### src/rtl/er_mon_pkg.sv
// Shared encodings for the executable-region monitor.
// State and violation-cause codes used by every region FSM.
package er_mon_pkg;

  typedef enum logic {
    ABORT = 1'b0,
    EXEC  = 1'b1
  } state_e;

  typedef enum logic [1:0] {
    C_NONE = 2'd0,
    C_IRQ  = 2'd1,
    C_DMA  = 2'd2,
    C_CF   = 2'd3
  } cause_e;

endpackage

### src/rtl/er_region_fsm.sv
// One executable region: bounds match, violation detect,
// and the ABORT/EXEC attestation state machine.
module er_region_fsm
  import er_mon_pkg::*;
#(
  parameter int AW = 16
) (
  input  logic          clk,
  input  logic          rst,
  input  logic [AW-1:0] pc,
  input  logic [AW-1:0] prev_pc,
  input  logic          irq,
  input  logic          dma_en,
  input  logic [AW-1:0] dma_addr,
  input  logic [AW-1:0] er_min,
  input  logic [AW-1:0] er_max,
  input  logic          er_valid,
  output logic          exec,
  output logic          viol,
  output logic          viol_nxt,
  output logic [1:0]    cause
);

  state_e state, state_nxt;
  cause_e cause_q, cause_nxt;
  logic   prev_in;
  logic   in_er, dma_hit;
  logic   v_irq, v_dma, v_cf, any_v;

  // Inverted bounds never match because both compares must hold.
  assign in_er   = er_valid && (er_min <= pc) && (pc <= er_max);
  assign dma_hit = dma_en && er_valid &&
                   (er_min <= dma_addr) && (dma_addr <= er_max);

  assign v_irq = in_er && irq;
  assign v_dma = dma_hit || (dma_en && in_er);
  assign v_cf  = (!prev_in && in_er && (pc != er_min)) ||
                 (prev_in && !in_er && (prev_pc != er_max));
  assign any_v = v_irq || v_dma || v_cf;

  always_comb begin
    state_nxt = state;
    cause_nxt = cause_q;
    viol_nxt  = 1'b0;
    unique case (state)
      ABORT: begin
        if (in_er && (pc == er_min) && !any_v)
          state_nxt = EXEC;
      end
      EXEC: begin
        // Disabling a region drops attestation silently.
        if (!er_valid) begin
          state_nxt = ABORT;
        end else if (any_v) begin
          state_nxt = ABORT;
          viol_nxt  = 1'b1;
          cause_nxt = v_irq ? C_IRQ :
                      v_dma ? C_DMA : C_CF;
        end
      end
    endcase
  end

  always_ff @(posedge clk or posedge rst) begin
    if (rst) begin
      state   <= ABORT;
      cause_q <= C_NONE;
      viol    <= 1'b0;
      prev_in <= 1'b0;
    end else begin
      state   <= state_nxt;
      cause_q <= cause_nxt;
      viol    <= viol_nxt;
      prev_in <= in_er;
    end
  end

  assign exec  = (state == EXEC);
  assign cause = cause_q;

endmodule

### src/rtl/er_exec_monitor.sv
// Executable-region monitor: N_ER independent region FSMs,
// shared prev_pc history and a saturating violation counter.
module er_exec_monitor
  import er_mon_pkg::*;
#(
  parameter int N_ER = 2,
  parameter int AW   = 16,
  parameter int CW   = 8
) (
  input  logic             clk,
  input  logic             rst,
  input  logic [AW-1:0]    pc,
  input  logic             irq,
  input  logic             dma_en,
  input  logic [AW-1:0]    dma_addr,
  input  logic [N_ER*AW-1:0] er_min,
  input  logic [N_ER*AW-1:0] er_max,
  input  logic [N_ER-1:0]  er_valid,
  output logic [N_ER-1:0]  exec,
  output logic [N_ER-1:0]  viol,
  output logic [2*N_ER-1:0] cause,
  output logic [CW-1:0]    viol_cnt
);

  logic [AW-1:0]   prev_pc;
  logic [N_ER-1:0] viol_nxt;

  for (genvar i = 0; i < N_ER; i++) begin : g_er
    er_region_fsm #(.AW(AW)) u_fsm (
      .clk      (clk),
      .rst      (rst),
      .pc       (pc),
      .prev_pc  (prev_pc),
      .irq      (irq),
      .dma_en   (dma_en),
      .dma_addr (dma_addr),
      .er_min   (er_min[i*AW +: AW]),
      .er_max   (er_max[i*AW +: AW]),
      .er_valid (er_valid[i]),
      .exec     (exec[i]),
      .viol     (viol[i]),
      .viol_nxt (viol_nxt[i]),
      .cause    (cause[2*i +: 2])
    );
  end

  // Count on the same edge that raises viol, one step per cycle.
  always_ff @(posedge clk or posedge rst) begin
    if (rst) begin
      prev_pc  <= '0;
      viol_cnt <= '0;
    end else begin
      prev_pc <= pc;
      if ((|viol_nxt) && (viol_cnt != {CW{1'b1}}))
        viol_cnt <= viol_cnt + CW'(1);
    end
  end

endmodule

### config.mk
export PLATFORM = sky130hd
export DESIGN_NAME = er_exec_monitor
export DESIGN_NICKNAME = d
export VERILOG_FILES = /design/src/rtl/er_mon_pkg.sv /design/src/rtl/er_region_fsm.sv /design/src/rtl/er_exec_monitor.sv
export SDC_FILE = /design/constraint.sdc
export NUM_CORES = 1
export LEC_CHECK = 0
export ABC_AREA = 0
export CORE_MARGIN = 3
export CORE_UTILIZATION = 50
export DETAILED_ROUTE_END_ITERATION = 16
export GPL_TIMING_DRIVEN = 0
export HOLD_SLACK_MARGIN = 0.1
export PLACE_DENSITY_LB_ADDON = 0.3
export RECOVER_POWER = 50
export SYNTH_ARGS = -nofsm -noshare
export SYNTH_HDL_FRONTEND = slang
export SYNTH_SLANG_ARGS = --single-unit
export TNS_END_PERCENT = 5
### constraint.sdc
create_clock -name clk -period 5.7 [get_ports clk]
set_input_delay 1.14 -clock clk [delete_from_list [all_inputs] [get_ports clk]]
set_output_delay 1.14 -clock clk [all_outputs]
set_load 0.02 [all_outputs]
After elaboration in Yosys (flattened, before gate mapping). Cells that the tools add are included.

Register bits after elaboration: 34. Latch bits: 0. RAM bits: 0. Bits in read-only memories: 0. Input bits: 102. Output and inout bits: 16. Word-level logic and storage cells: 90. Memories: 0.

$add $sub $neg: 1. Multipliers: 0. Divide/modulo/power cells: 0. Magnitude comparators: 8. Equal/unequal tests: 7. Shift operators: 0. Muxes and demuxes: 18. Bitwise logic cells: 2. Reductions and logical operators: 44.

Operators by type and width (count): $le A16 B16 Y1 (8); $ne A16 B16 Y1 (4); $eq A16 B16 Y1 (2); $logic_and A1 B1 Y1 (27); $mux W1 (14); $add A8 B1 Y8 const B (1); $logic_or A1 B1 Y1 (8); $ne A8 B8 Y1 const B (1); $logic_not A1 Y1 (6); $reduce_and A3 Y1 (2); $mux W2 (2); $pmux W1 S2 (2); $not A1 Y1 (2); $reduce_or A2 Y1 (1).

Depth between registers and ports, before layout. Gate-level depths: netlist of the first run.

Depth in word-level cells: 13. Mapped depth: 11. Depth with buffers taken out: 11.

By module. A second synthesis of the first run with hierarchy kept.

Cell total of the unflattened synthesis: 558. Area, all modules: 4810.9 sq um.

Modules (own cells, without submodules): er_region_fsm at g_er[0].u_fsm (times used 1, cells each 257, area an instance 2025.7 sq um, sequential area each 125.1 sq um); er_region_fsm at g_er[1].u_fsm (times used 1, cells each 251, area an instance 1974.4 sq um, sequential area each 125.1 sq um); er_exec_monitor (times used 1, cells each 50, area an instance 810.8 sq um, sequential area each 600.6 sq um).

Least setup slack after synthesis of the first run. Ideal clock, no wire load.

Kind: in2reg. From: in er_max[29]. To: reg viol_cnt[1]. Setup time: 125 ps. Arrival time: 3640 ps. Required time: 5575 ps. Path slack: 1935 ps. Stages on the path: 11. Path buffers: 0. Path through: inv_1 -> ha_1 -> nand4_2 -> or4_4 -> nor3_2 -> a31oi_1 -> a311oi_4 -> mux2_4 -> nand3_4 -> and2_4 -> mux2_4.

Cells in the longest elaborated chain, start to end: 12. Elaborated cells between the ends (all ways): 21. Classes of those cells: order compare: 2; eq/ne: 1; mux: 3; reduce/logical: 15.

Ends and longest elaborated chain: start: declaration (line er_exec_monitor.sv:17) `input logic [N_ER*AW-1:0] er_max,`; $le A16 B16 Y1 (*) (line er_region_fsm.sv:31) `assign in_er = er_valid && (er_min <= pc) && (pc <= er_max);`; $logic_and A1 B1 Y1 (*) (line er_region_fsm.sv:31); named net g_er[1].u_fsm.in_er (line er_region_fsm.sv:27) `logic in_er, dma_hit;`; $logic_not A1 Y1 (line er_region_fsm.sv:38) `(prev_in && !in_er && (prev_pc != er_max));`; $logic_and A1 B1 Y1 (2 in a row) (line er_region_fsm.sv:38); $logic_or A1 B1 Y1 (line er_region_fsm.sv:37) `assign v_cf = (!prev_in && in_er && (pc != er_min)) ||`; $logic_or A1 B1 Y1 (*) (line er_region_fsm.sv:39) `assign any_v = v_irq || v_dma || v_cf;`; $mux W1 (*) (line er_region_fsm.sv:54) `end else if (any_v) begin`; $mux W1 (*) (line er_region_fsm.sv:52) `if (!er_valid) begin`; $mux W1 (*) (line er_region_fsm.sv:45) `unique case (state)`; $reduce_or A2 Y1 (*) (line er_exec_monitor.sv:54) `if ((|viol_nxt) && (viol_cnt != {CW{1'b1}}))`; $logic_and A1 B1 Y1 (*) (line er_exec_monitor.sv:54); end signal: assignment (line er_exec_monitor.sv:55) `viol_cnt <= viol_cnt + CW'(1);`; end: declaration (line er_exec_monitor.sv:22) `output logic [CW-1:0] viol_cnt`.

The timed path passes the listed nets; every way through them passes the cells marked *. A chain may end at the register's enable or synchronous reset.

Final worst setup path of the first run.
From: in pc[15]. To: reg viol_cnt[1].

Cells in the longest elaborated chain, start to end: 13. Elaborated cells between the ends (all ways): 40. Classes of those cells: order compare: 4; eq/ne: 2; mux: 6; reduce/logical: 28.

Ends and longest elaborated chain: start: declaration (line er_exec_monitor.sv:12) `input logic [AW-1:0] pc,`; $le A16 B16 Y1 (line er_region_fsm.sv:31); $logic_and A1 B1 Y1 (2 in a row) (line er_region_fsm.sv:31); $logic_not A1 Y1 (line er_region_fsm.sv:38); $logic_and A1 B1 Y1 (2 in a row) (line er_region_fsm.sv:38); $logic_or A1 B1 Y1 (line er_region_fsm.sv:37); $logic_or A1 B1 Y1 (line er_region_fsm.sv:39); $mux W1 (line er_region_fsm.sv:54); $mux W1 (line er_region_fsm.sv:52); $mux W1 (line er_region_fsm.sv:45); $reduce_or A2 Y1 (*) (line er_exec_monitor.sv:54); $logic_and A1 B1 Y1 (*) (line er_exec_monitor.sv:54).

Mark *: on every way between the ends. The rest lies on a longest branch, timed or not.

==> reports/results.tsv, run 1 <==
stage	metric	value	unit
pwr	switching_share	0.3313	
floorplan	rows	34	
clocking	htreeDepth	2	
global_routing	grt_pass1_vias	4897	
timing	setup_viol	0	
drt	first_iter_violations	199	
cells_and_area	fin_nets	894	
drt	via_count	4649	
setup_path	critical_path_depth	12	
synthesis	ys_seq_elements	34	
synthesis	synth.distinct_cells	50	
pwr	p_int	554.0	uW
global_routing	grt_usage	0.2862	
synthesis	synthFlopType	dfrtp_1	
setup_path	crit_path_frequent_cell	inv_1	
timing	slew_violations	0	
timing	tightestPinTransition	1.451	ns
cells_and_area	finish.utilization	0.6854	
cells_and_area	n_antenna_cell	0	
placed_design	place_congestion	0.9706	
timing	rsz0062_at_grt	false	
synthesis	yosysMostFrequentCell	ha_1	
hold_path	hold_path_class	reg -> reg	
floorplan	dieArea	10600	um2
pwr	p_switching	274.4	uW
global_routing	grt_util_met1	0.3549	
setup_path	rrSetupSlack	3.32	ns
synthesis	synth.avg_cell_area	8.737	um2
clocking	cts_buffers	5	
synthesis	syn-cell-area	4701	um2
timing	tns	0	ns
pwr	ir_drop	0.09675	mV
drt	wl_per_cell	19.08	um
timing	setup_ws	1.063	ns
synthesis	yosysWarnings	0	
drt	wirelength	14710	um
clocking	clk_pin_slew	0.07	ns
clocking	clockBufferDepth	2	
outcome	status	finished clean	
timing	min_period	4.637	ns
timing	fmax	215.7	MHz
floorplan	pin_count	118	
global_routing	grt_max_degree	35	
pwr	clkPwrFrac	0.275	
setup_path	cp_num_buf_inv	3	
hold_path	hold-path-cell-count	1	
pwr	power_density	135.3	nW/um2
global_routing	grt_overflow	0	
pwr	p_comb_frac	0.419	
setup_path	cp.required	5.87	ns
floorplan	initial_core_util	0.5262	
clocking	clock_latency	0.28	ns
clocking	root_buffer	clkbuf_8	
cells_and_area	areaGrowthSynthToFinish	30.26	%
synthesis	syn_nets	769	
clocking	clkSinkCount	34	
global_routing	grtUsageMet2	0.4894	
timing	finClkSkew	0.007212	ns
placed_design	placed_area	6007	um2
drt	ant_nets	0	
placed_design	port_buffers	117	
run	cap_violations	0	
global_routing	grt_use_met3	0.03789	
placed_design	dp_slack	0.9054	ns
floorplan	die_h	103.0	um
drt	drtPass1Iterations	4	
synthesis	synthCells	538	
synthesis	async_reset_ff_frac	1.000	
floorplan	die_x	103.0	um
global_routing	grt-busiest-layer	met2	
timing	finalHoldViolCount	0	
clocking	cts_setup_buffers	0	
setup_path	crit_family	simple AND/OR/NAND/NOR gates	
drt	drcViolationCount	0	
synthesis	synth_top_area_share	0.3434	
setup_path	cp.arrival	4.81	ns
global_routing	antenna_found_initial	0	
global_routing	grt_pass1_wl	23500	um
drt	routed_via_density	6.030	
setup_path	rr_worst_depth	9	
pwr	p_seq_frac	0.307	
setup_path	cp_slowest_cell	nor4_1	
floorplan	coreArea	8934	um2
setup_path	max_stage_delay	0.74	ns
cells_and_area	final_area	6123	um2
synthesis	synth-edff-count	0	
synthesis	synthTopCellsByArea	ha_1, dfrtp_1, inv_1, a21oi_1, nand4_1	
setup_path	critPathMaxFanout	7	
cells_and_area	drive_gt1_frac	0.03318	
timing	max_slew_margin	0.03297	
placed_design	dp_hpwl	12950	um
synthesis	netlist_top_cells_count	ha_1, inv_1, a21oi_1, dfrtp_1	
setup_path	path_class	in -> reg	
pwr	p_leak	3.053	nW
clocking	cts_tree	done	
setup_path	cp_cell_sequence	dlygate4sd3_1, inv_1, ha_1, nand4_1, nor4_1, inv_1, o311a_1, o31ai_1, o21ai_4, nand3_4, and2_4, mux2_4	
clocking	cts_resized	0	
timing	period_share	0.8135	
setup_path	cp-start-kind	input pin	
synthesis	synth_top_area_cell	ha_1	
synthesis	yosysSeqAreaShare	0.1810	
clocking	postCtsHoldBufs	0	
setup_path	end_kind	flop	
[logic make-up (layout without fill, tap and decap cells)]
family,after synthesis,count (layout),synth area share
adders and majority gates,129,129,0.3434
xor gates and xnor gates,37,37,0.06894
DFF,34,34,0.1810
AOI/OAI and AO/OA,118,118,0.1677
muxes,5,5,0.01304
and+or+nand+nor,137,137,0.1605
buffers and inverters,78,203,0.06548
[metal layers]
metal / part of all wire / routed length, um
met1: 0.42 / 6118
met2: 0.47 / 6961
met3: 0.065 / 963
met4: 0.045 / 669
met5: 0 / 0
[state kept, by name, summed over array words and instances, names as in the netlist]
register            count
prev_pc                16
viol_cnt                8
g_er.u_fsm.cause        4
g_er.u_fsm.exec         2
g_er.u_fsm.prev_in      2
g_er.u_fsm.viol         2
[power by group through the flow]
stage	Clock, mW	Combinational [mW]	Sequential, mW
2_1_floorplan	0	0.186	0.258
3_3_place_gp	0	0.330	0.258
3_5_place_dp	0	0.343	0.259
4_1_cts	0.228	0.345	0.254
5_1_grt	0.241	0.387	0.255
6_report	0.228	0.347	0.254
[placed cells by master (no fill, tap or decap), drive strengths merged, types with 13 or more instances in the layout]
cell type,count
nand4,30
nor2,14
inv,73
nand3,24
ha,129
clkdlybuf4s50,104
xor2,19
dlygate4sd3,13
o21ai,14
nand2,29
dfrtp,34
xnor2,18
a21oi,52
[path summary, 6_finish.rpt]
check / start / to
worst max-delay path: pc[15] / viol_cnt[1]
worst min-delay path: g_er[0].u_fsm.cause[1] / g_er[0].u_fsm.cause[1]
worst max register to register: prev_pc[13] / viol_cnt[1]
worst min register to register: g_er[0].u_fsm.cause[1] / g_er[0].u_fsm.cause[1]
max in group asynchronous: rst / prev_pc[6]
min in group asynchronous: rst / prev_pc[0]
[metrics by stage]
step / hold slack (ns) / cells / total power [mW]
finish: 0.4874 / 771 / 0.8284
detailed placement: 0.4801 / 763 / 0.6018
global route: 0.5048 / 771 / 0.8834
global placement: 0.4602 / 763 / 0.5881
CTS: 0.4962 / 770 / 0.8265
floorplan: 0.5791 / 538 / 0.4441
[area by class of cell]
| cell class | count | area [um2] |
|---|---|---|
| Inverter | 74 | 277.8 |
| Sequential cell | 34 | 850.8 |
| Clock inverter | 1 | 30.03 |
| Tap cell | 108 | 135.1 |
| Multi-Input combinational cell | 426 | 3542 |
| Fill cell | 739 | 2810 |
| Timing Repair Buffer | 118 | 1175 |
| Clock buffer | 6 | 82.58 |
| Buffer | 4 | 30.03 |
(Power assumes the default switching activity.)
==> inputs of run 2 (changes only) <==
CORE_UTILIZATION = 46   (was 50)
clock period = 3.9 ns   (was 5.7 ns; I/O delays follow)
==> reports/results.tsv, run 2 (synthesized netlist as in run 1, its figures left out) <==
stage	metric	value	unit	change
cells_and_area	n_antenna_cell	0		unchanged
setup_path	cp-start-kind	input pin		
timing	period_share	0.9709		
drt	wirelength	14360	um	-2.4%
cells_and_area	finish.utilization	0.6352		-0.05022
setup_path	path_class	in -> reg		
setup_path	end_kind	flop		
pwr	ir_drop	0.1917	mV	+98%
hold_path	hold_path_class	reg -> reg		
drt	ant_nets	0		unchanged
floorplan	initial_core_util	0.4765		-0.04966
placed_design	port_buffers	117		unchanged
timing	min_period	3.787	ns	
setup_path	cp.arrival	3.97	ns	-0.84 ns
floorplan	die_x	107.1	um	+4.0%
timing	tightestPinTransition	1.322	ns	-0.1290 ns
drt	drcViolationCount	0		unchanged
placed_design	dpl.cell_count	788		+3.3%
global_routing	grt_max_degree	35		unchanged
cells_and_area	final_area	6266	um2	+2.3%
drt	drtPass1Iterations	4		unchanged
clocking	cts_tree	done		
setup_path	critPathMaxFanout	5		-2
global_routing	grt_overflow	0		unchanged
clocking	cts_buffers	5		unchanged
cells_and_area	largest_reg_flops	16		unchanged
cells_and_area	mostFrequentLayoutCell	ha_1		
clocking	clkSinkCount	34		unchanged
floorplan	pin_count	118		unchanged
floorplan	coreArea	9864	um2	+10%
outcome	status	finished clean		
global_routing	grt_usage	0.2545		-0.03166
placed_design	placed_area	6038	um2	+0.52%
timing	max_slew_margin	0.1180		+0.08500
timing	setup_viol	0		unchanged
pwr	p_switching	415.4	uW	+51%
global_routing	antenna_found_initial	0		unchanged
cells_and_area	instances_no_fill	803		+4.2%
clocking	clockBufferDepth	2		unchanged
drt	wl_per_cell	17.88	um	-6.3%
cells_and_area	drive_gt1_frac	0.05672		+0.02353
run	cap_violations	0		unchanged
pwr	p_int	800.0	uW	+44%
setup_path	rrSetupSlack	1.36	ns	-1.96 ns
global_routing	grt_pass1_wl	22870	um	-2.7%
floorplan	rows	36		+5.9%
cells_and_area	fin_nets	900		+0.67%
pwr	p_comb_frac	0.423		+0.004
placed_design	place_congestion	0.9075		-6.5%
timing	fmax	264.1	MHz	
placed_design	dp_hpwl	12640	um	-2.4%
pwr	switching_share	0.3418		+0.01053
pwr	p_leak	3.105	nW	+1.7%
timing	finClkSkew	0.006502	ns	-0.0007103 ns
clocking	clk_pin_slew	0.08	ns	about the same
cells_and_area	final_cell_mix	ha_1, clkdlybuf4s50_1, inv_1		
floorplan	die_h	107.1	um	+4.0%
global_routing	grt_pass1_vias	4692		-4.2%
clocking	root_buffer	clkbuf_8		
timing	timing.hold.ws	0.4803	ns	-0.007077 ns
pwr	p_seq_frac	0.305		-0.002
timing	finalHoldViolCount	0		unchanged
drt	first_iter_violations	217		+9.0%
pwr	clkPwrFrac	0.271		-0.004
cells_and_area	largest-register	prev_pc		
setup_path	cp.required	4.08	ns	-1.79 ns
clocking	postCtsHoldBufs	0		unchanged
drt	routed_via_density	5.618		-6.8%
pwr	power_density	194.0	nW/um2	+43%
clocking	clock_latency	0.29	ns	about the same
floorplan	dieArea	11470	um2	+8.2%
drt	via_count	4511		-3.0%
clocking	htreeDepth	2		unchanged
cells_and_area	areaGrowthSynthToFinish	33.30	%	
timing	slew_violations	0		unchanged
## run 2: path summary, 6_finish.rpt
| kind | startpoint | endpoint | cells after the start |
|---|---|---|---|
| worst max-delay path | dma_addr[7] | viol_cnt[1] | 12 |
| worst min-delay path | g_er[0].u_fsm.cause[1] | g_er[0].u_fsm.cause[1] | 1 |
| worst max register to register | prev_pc[13] | viol_cnt[7] | 9 |
| worst min register to register | g_er[0].u_fsm.cause[1] | g_er[0].u_fsm.cause[1] | 1 |
| max in group asynchronous | rst | prev_pc[13] | 2 |
| min in group asynchronous | rst | prev_pc[4] | 2 |
## run 2: power by group through the flow
stage	logic [mW]	registers, mW	clock network, mW
2_1_floorplan	0.272	0.377	0
5_1_grt	0.578	0.372	0.346
3_5_place_dp	0.501	0.378	0
3_3_place_gp	0.484	0.377	0
4_1_cts	0.508	0.371	0.335
6_report	0.514	0.371	0.330
## run 2: worst max-delay path, cell delays in order
cell and delay [ns]:
clkdlybuf4s50_1 0.58, inv_1 0.12, ha_1 0.32, a21oi_1 0.13, o21ai_0 0.14, a221o_1 0.40, o31a_1 0.33, a221oi_2 0.30
o2111ai_2 0.25, nand3_4 0.17, and2_4 0.16, mux2_4 0.29
## run 2: layer usage
layer  track usage  up-vias  part of all wire
li1              -     2240                 -
met1        0.3186     2086              0.42
met2        0.4486      154              0.49
met3       0.02830       31             0.063
met4       0.09224        0             0.030
met5             0        -                 0
## run 2: timing repair
| action | CTS | global route |
|---|---|---|
| gates resized for setup | 2 | 10 |
| setup buffers | 3 | 4 |
| endpoints found under the hold margin | 0 | 0 |
| pin swaps | 3 | 5 |
| setup endpoints to repair | 2 | 4 |
## run 2: stage by stage
step,setup slack [ns],power (mW),TNS (ns)
after detailed placement,-0.4493,0.8785,-2.496
after global placement,-0.4369,0.8616,-2.334
after global routing,-0.04114,1.296,-0.06339
after floorplan,0.4947,0.6491,0
final,0.1135,1.215,0
after CTS,0.03212,1.214,0
## run 2: area by class of cell
| type | count | area, um2 |
|---|---|---|
| Multi-Input combinational cell | 426 | 3616 |
| Inverter | 74 | 277.8 |
| Buffer | 4 | 30.03 |
| Timing Repair Buffer | 124 | 1211 |
| Sequential cell | 34 | 850.8 |
| Clock inverter | 3 | 45.04 |
| Tap cell | 133 | 166.4 |
| Fill cell | 847 | 3598 |
| Clock buffer | 5 | 68.82 |
==> inputs of run 3 (changes only) <==
CORE_UTILIZATION = 45   (was 46)
==> reports/results.tsv, run 3 (synthesized netlist as in run 1, its figures left out) <==
stage	metric	value	unit	change
outcome	status	finished clean		
placed_design	dpl.cell_count	788		unchanged
drt	via_count	4554		+0.95%
timing	fmax	261.2	MHz	-1.1%
floorplan	pin_count	118		unchanged
cells_and_area	nFillCells	844		-0.35%
cells_and_area	fin_nets	897		-0.33%
drt	wirelength	14480	um	+0.85%
drt	first_iter_violations	170		-22%
cells_and_area	n_antenna_cell	0		unchanged
floorplan	rows	36		unchanged
drt	drcViolationCount	0		unchanged
cells_and_area	final_cell_mix	ha_1, clkdlybuf4s50_1, inv_1		
setup_path	end_kind	flop		
floorplan	initial_core_util	0.4722		-0.004313
drt	drtPass1Iterations	5		+1
placed_design	dp_hpwl	12780	um	+1.1%
drt	wl_per_cell	18.10	um	+1.2%
floorplan	coreArea	9955	um2	+0.91%
clocking	clkSinkCount	34		unchanged
setup_path	cp.required	4.07	ns	about the same
setup_path	cp_cell_sequence	clkdlybuf4s50_1, ha_1, nand4_1, or4_4, nor3_4, a31oi_2, a311oi_4, buf_6, mux2_4, nand3_4, and2_4, mux2_4		
pwr	p_switching	408.5	uW	-1.7%
clocking	clockBufferDepth	2		unchanged
global_routing	grt_usage	0.2463		-0.008157
timing	max_slew_margin	0.1315		+0.01349
setup_path	cp_slowest_cell	or4_4		
clocking	postCtsHoldBufs	0		unchanged
cells_and_area	instances_no_fill	800		-0.37%
setup_path	cp-start-kind	input pin		
pwr	p_comb_frac	0.438		+0.015
cells_and_area	areaGrowthSynthToFinish	33.91	%	
clocking	root_buffer	clkbuf_8		
clocking	cts_buffers	5		unchanged
timing	slew_violations	0		unchanged
floorplan	die_h	108.2	um	+1.0%
placed_design	dp_slack	-0.4775	ns	-0.02820 ns
timing	tns	0	ns	unchanged
clocking	clk_pin_slew	0.07	ns	about the same
timing	tightestPinTransition	1.301	ns	-0.02021 ns
setup_path	path_class	in -> reg		
drt	ant_nets	0		unchanged
cells_and_area	largest-register	prev_pc		
setup_path	critPathMaxFanout	7		+2
cells_and_area	mostFrequentLayoutCell	ha_1		
global_routing	grt_pass1_vias	4667		-0.53%
pwr	ir_drop	0.1392	mV	-27%
timing	period_share	0.9816		+0.01072
placed_design	place_congestion	0.9429		+3.9%
hold_path	hold_path_class	reg -> reg		
timing	finClkSkew	0.007788	ns	+0.001287 ns
setup_path	cp.arrival	4.00	ns	+0.03 ns
pwr	switching_share	0.3402		-0.001592
timing	setup_viol	0		unchanged
setup_path	rrSetupSlack	1.53	ns	+0.17 ns
placed_design	placed_area	6038	um2	unchanged
drt	routed_via_density	5.693		+1.3%
pwr	p_seq_frac	0.309		+0.004
pwr	p_leak	3.123	nW	+0.57%
timing	min_period	3.828	ns	+0.04179 ns
global_routing	grt_overflow	0		unchanged
floorplan	dieArea	11710	um2	+2.1%
cells_and_area	drive_gt1_frac	0.05847		+0.001754
cells_and_area	largest_reg_flops	16		unchanged
pwr	clkPwrFrac	0.253		-0.018
global_routing	grt_max_degree	35		unchanged
clocking	clock_latency	0.28	ns	about the same
global_routing	grt_pass1_wl	22460	um	-1.8%
pwr	power_density	190.8	nW/um2	-1.7%
setup_path	crit_path_frequent_cell	mux2_4		
placed_design	port_buffers	117		unchanged
timing	setup_ws	0.07167	ns	-0.04179 ns
clocking	cts_tree	done		
setup_path	max_stage_delay	0.55	ns	-0.03 ns
clocking	htreeDepth	2		unchanged
timing	finalHoldViolCount	0		unchanged
pwr	p_int	792.3	uW	-0.96%
floorplan	die_x	108.2	um	+1.0%
run	cap_violations	0		unchanged
pwr	total_power	1.201	mW	-1.2%
global_routing	antenna_found_initial	0		unchanged
cells_and_area	final_area	6295	um2	+0.46%
run 3: changes by cell type in the layout (fill, tap and decap cells not counted), moves of 2 or more:
cell | before | now
buf_4 | 11 | 7
clkbuf_8 | 5 | 8
clkinvlp_4 | 2 | 0
dlygate4sd2_1 | 0 | 2
dlygate4sd3_1 | 8 | 4
dlymetal6s2s_1 | 0 | 2
run 3: power groups by stage:
stage / Clock (mW) / Combinational, mW / Sequential (mW)
floorplan: 0 / 0.272 / 0.377
global placement: 0 / 0.484 / 0.377
detailed placement: 0 / 0.500 / 0.378
CTS: 0.307 / 0.508 / 0.371
global route: 0.326 / 0.587 / 0.372
finish: 0.304 / 0.526 / 0.371
run 3: final timing paths:
path,start,end,cells past startpoint
setup / recovery,pc[11],viol_cnt[1],12
hold / removal,g_er[0].u_fsm.cause[0],g_er[0].u_fsm.cause[0],1
setup reg to reg,prev_pc[13],viol_cnt[1],9
hold reg to reg,g_er[0].u_fsm.cause[0],g_er[0].u_fsm.cause[0],1
max in group asynchronous,rst,prev_pc[9],2
min in group asynchronous,rst,prev_pc[2],2
run 3: layout make-up:
type	instances	area [um2]	area share
Multi-Input combinational cell	426	3665	0.5822
Tap cell	133	166.4	0.02644
Inverter	74	277.8	0.04413
Sequential cell	34	850.8	0.1352
Timing Repair Buffer	121	1195	0.1898
Buffer	4	30.03	0.004770
Clock buffer	8	110.1	0.01749
run 3: metal layers:
| layer | share of wire | vias up | GRT usage | wire [um] |
|---|---|---|---|---|
| li1 | - | 2247 | - | - |
| met1 | 0.43 | 2123 | 0.3103 | 6192 |
| met2 | 0.47 | 146 | 0.4214 | 6860 |
| met3 | 0.061 | 38 | 0.03582 | 886 |
| met4 | 0.038 | 0 | 0.1010 | 544 |
| met5 | 0 | - | 0 | 0 |
run 3: critical path, delay by kind of cell:
kind	cells	cell delay, ns
and+or+nand+nor	5	1.20
buffers and inverters	2	0.69
muxes	2	0.62
adders and majority gates	1	0.38
AOI/OAI and AO/OA	2	0.32
run 3: metrics by stage:
stage | utilization | hold slack, ns
6_report | 0.6324 | 0.4774
5_1_grt | 0.6324 | 0.5152
4_1_cts | 0.6212 | 0.4791
3_5_place_dp | 0.6066 | 0.4646
3_3_place_gp | 0.6066 | 0.4621
2_1_floorplan | - | 0.5791
run 3: timing repair:
item	in CTS	in global routing
resized for setup	6	18
pin swaps	3	5
buffers inserted	2	2
setup endpoints to repair	4	4
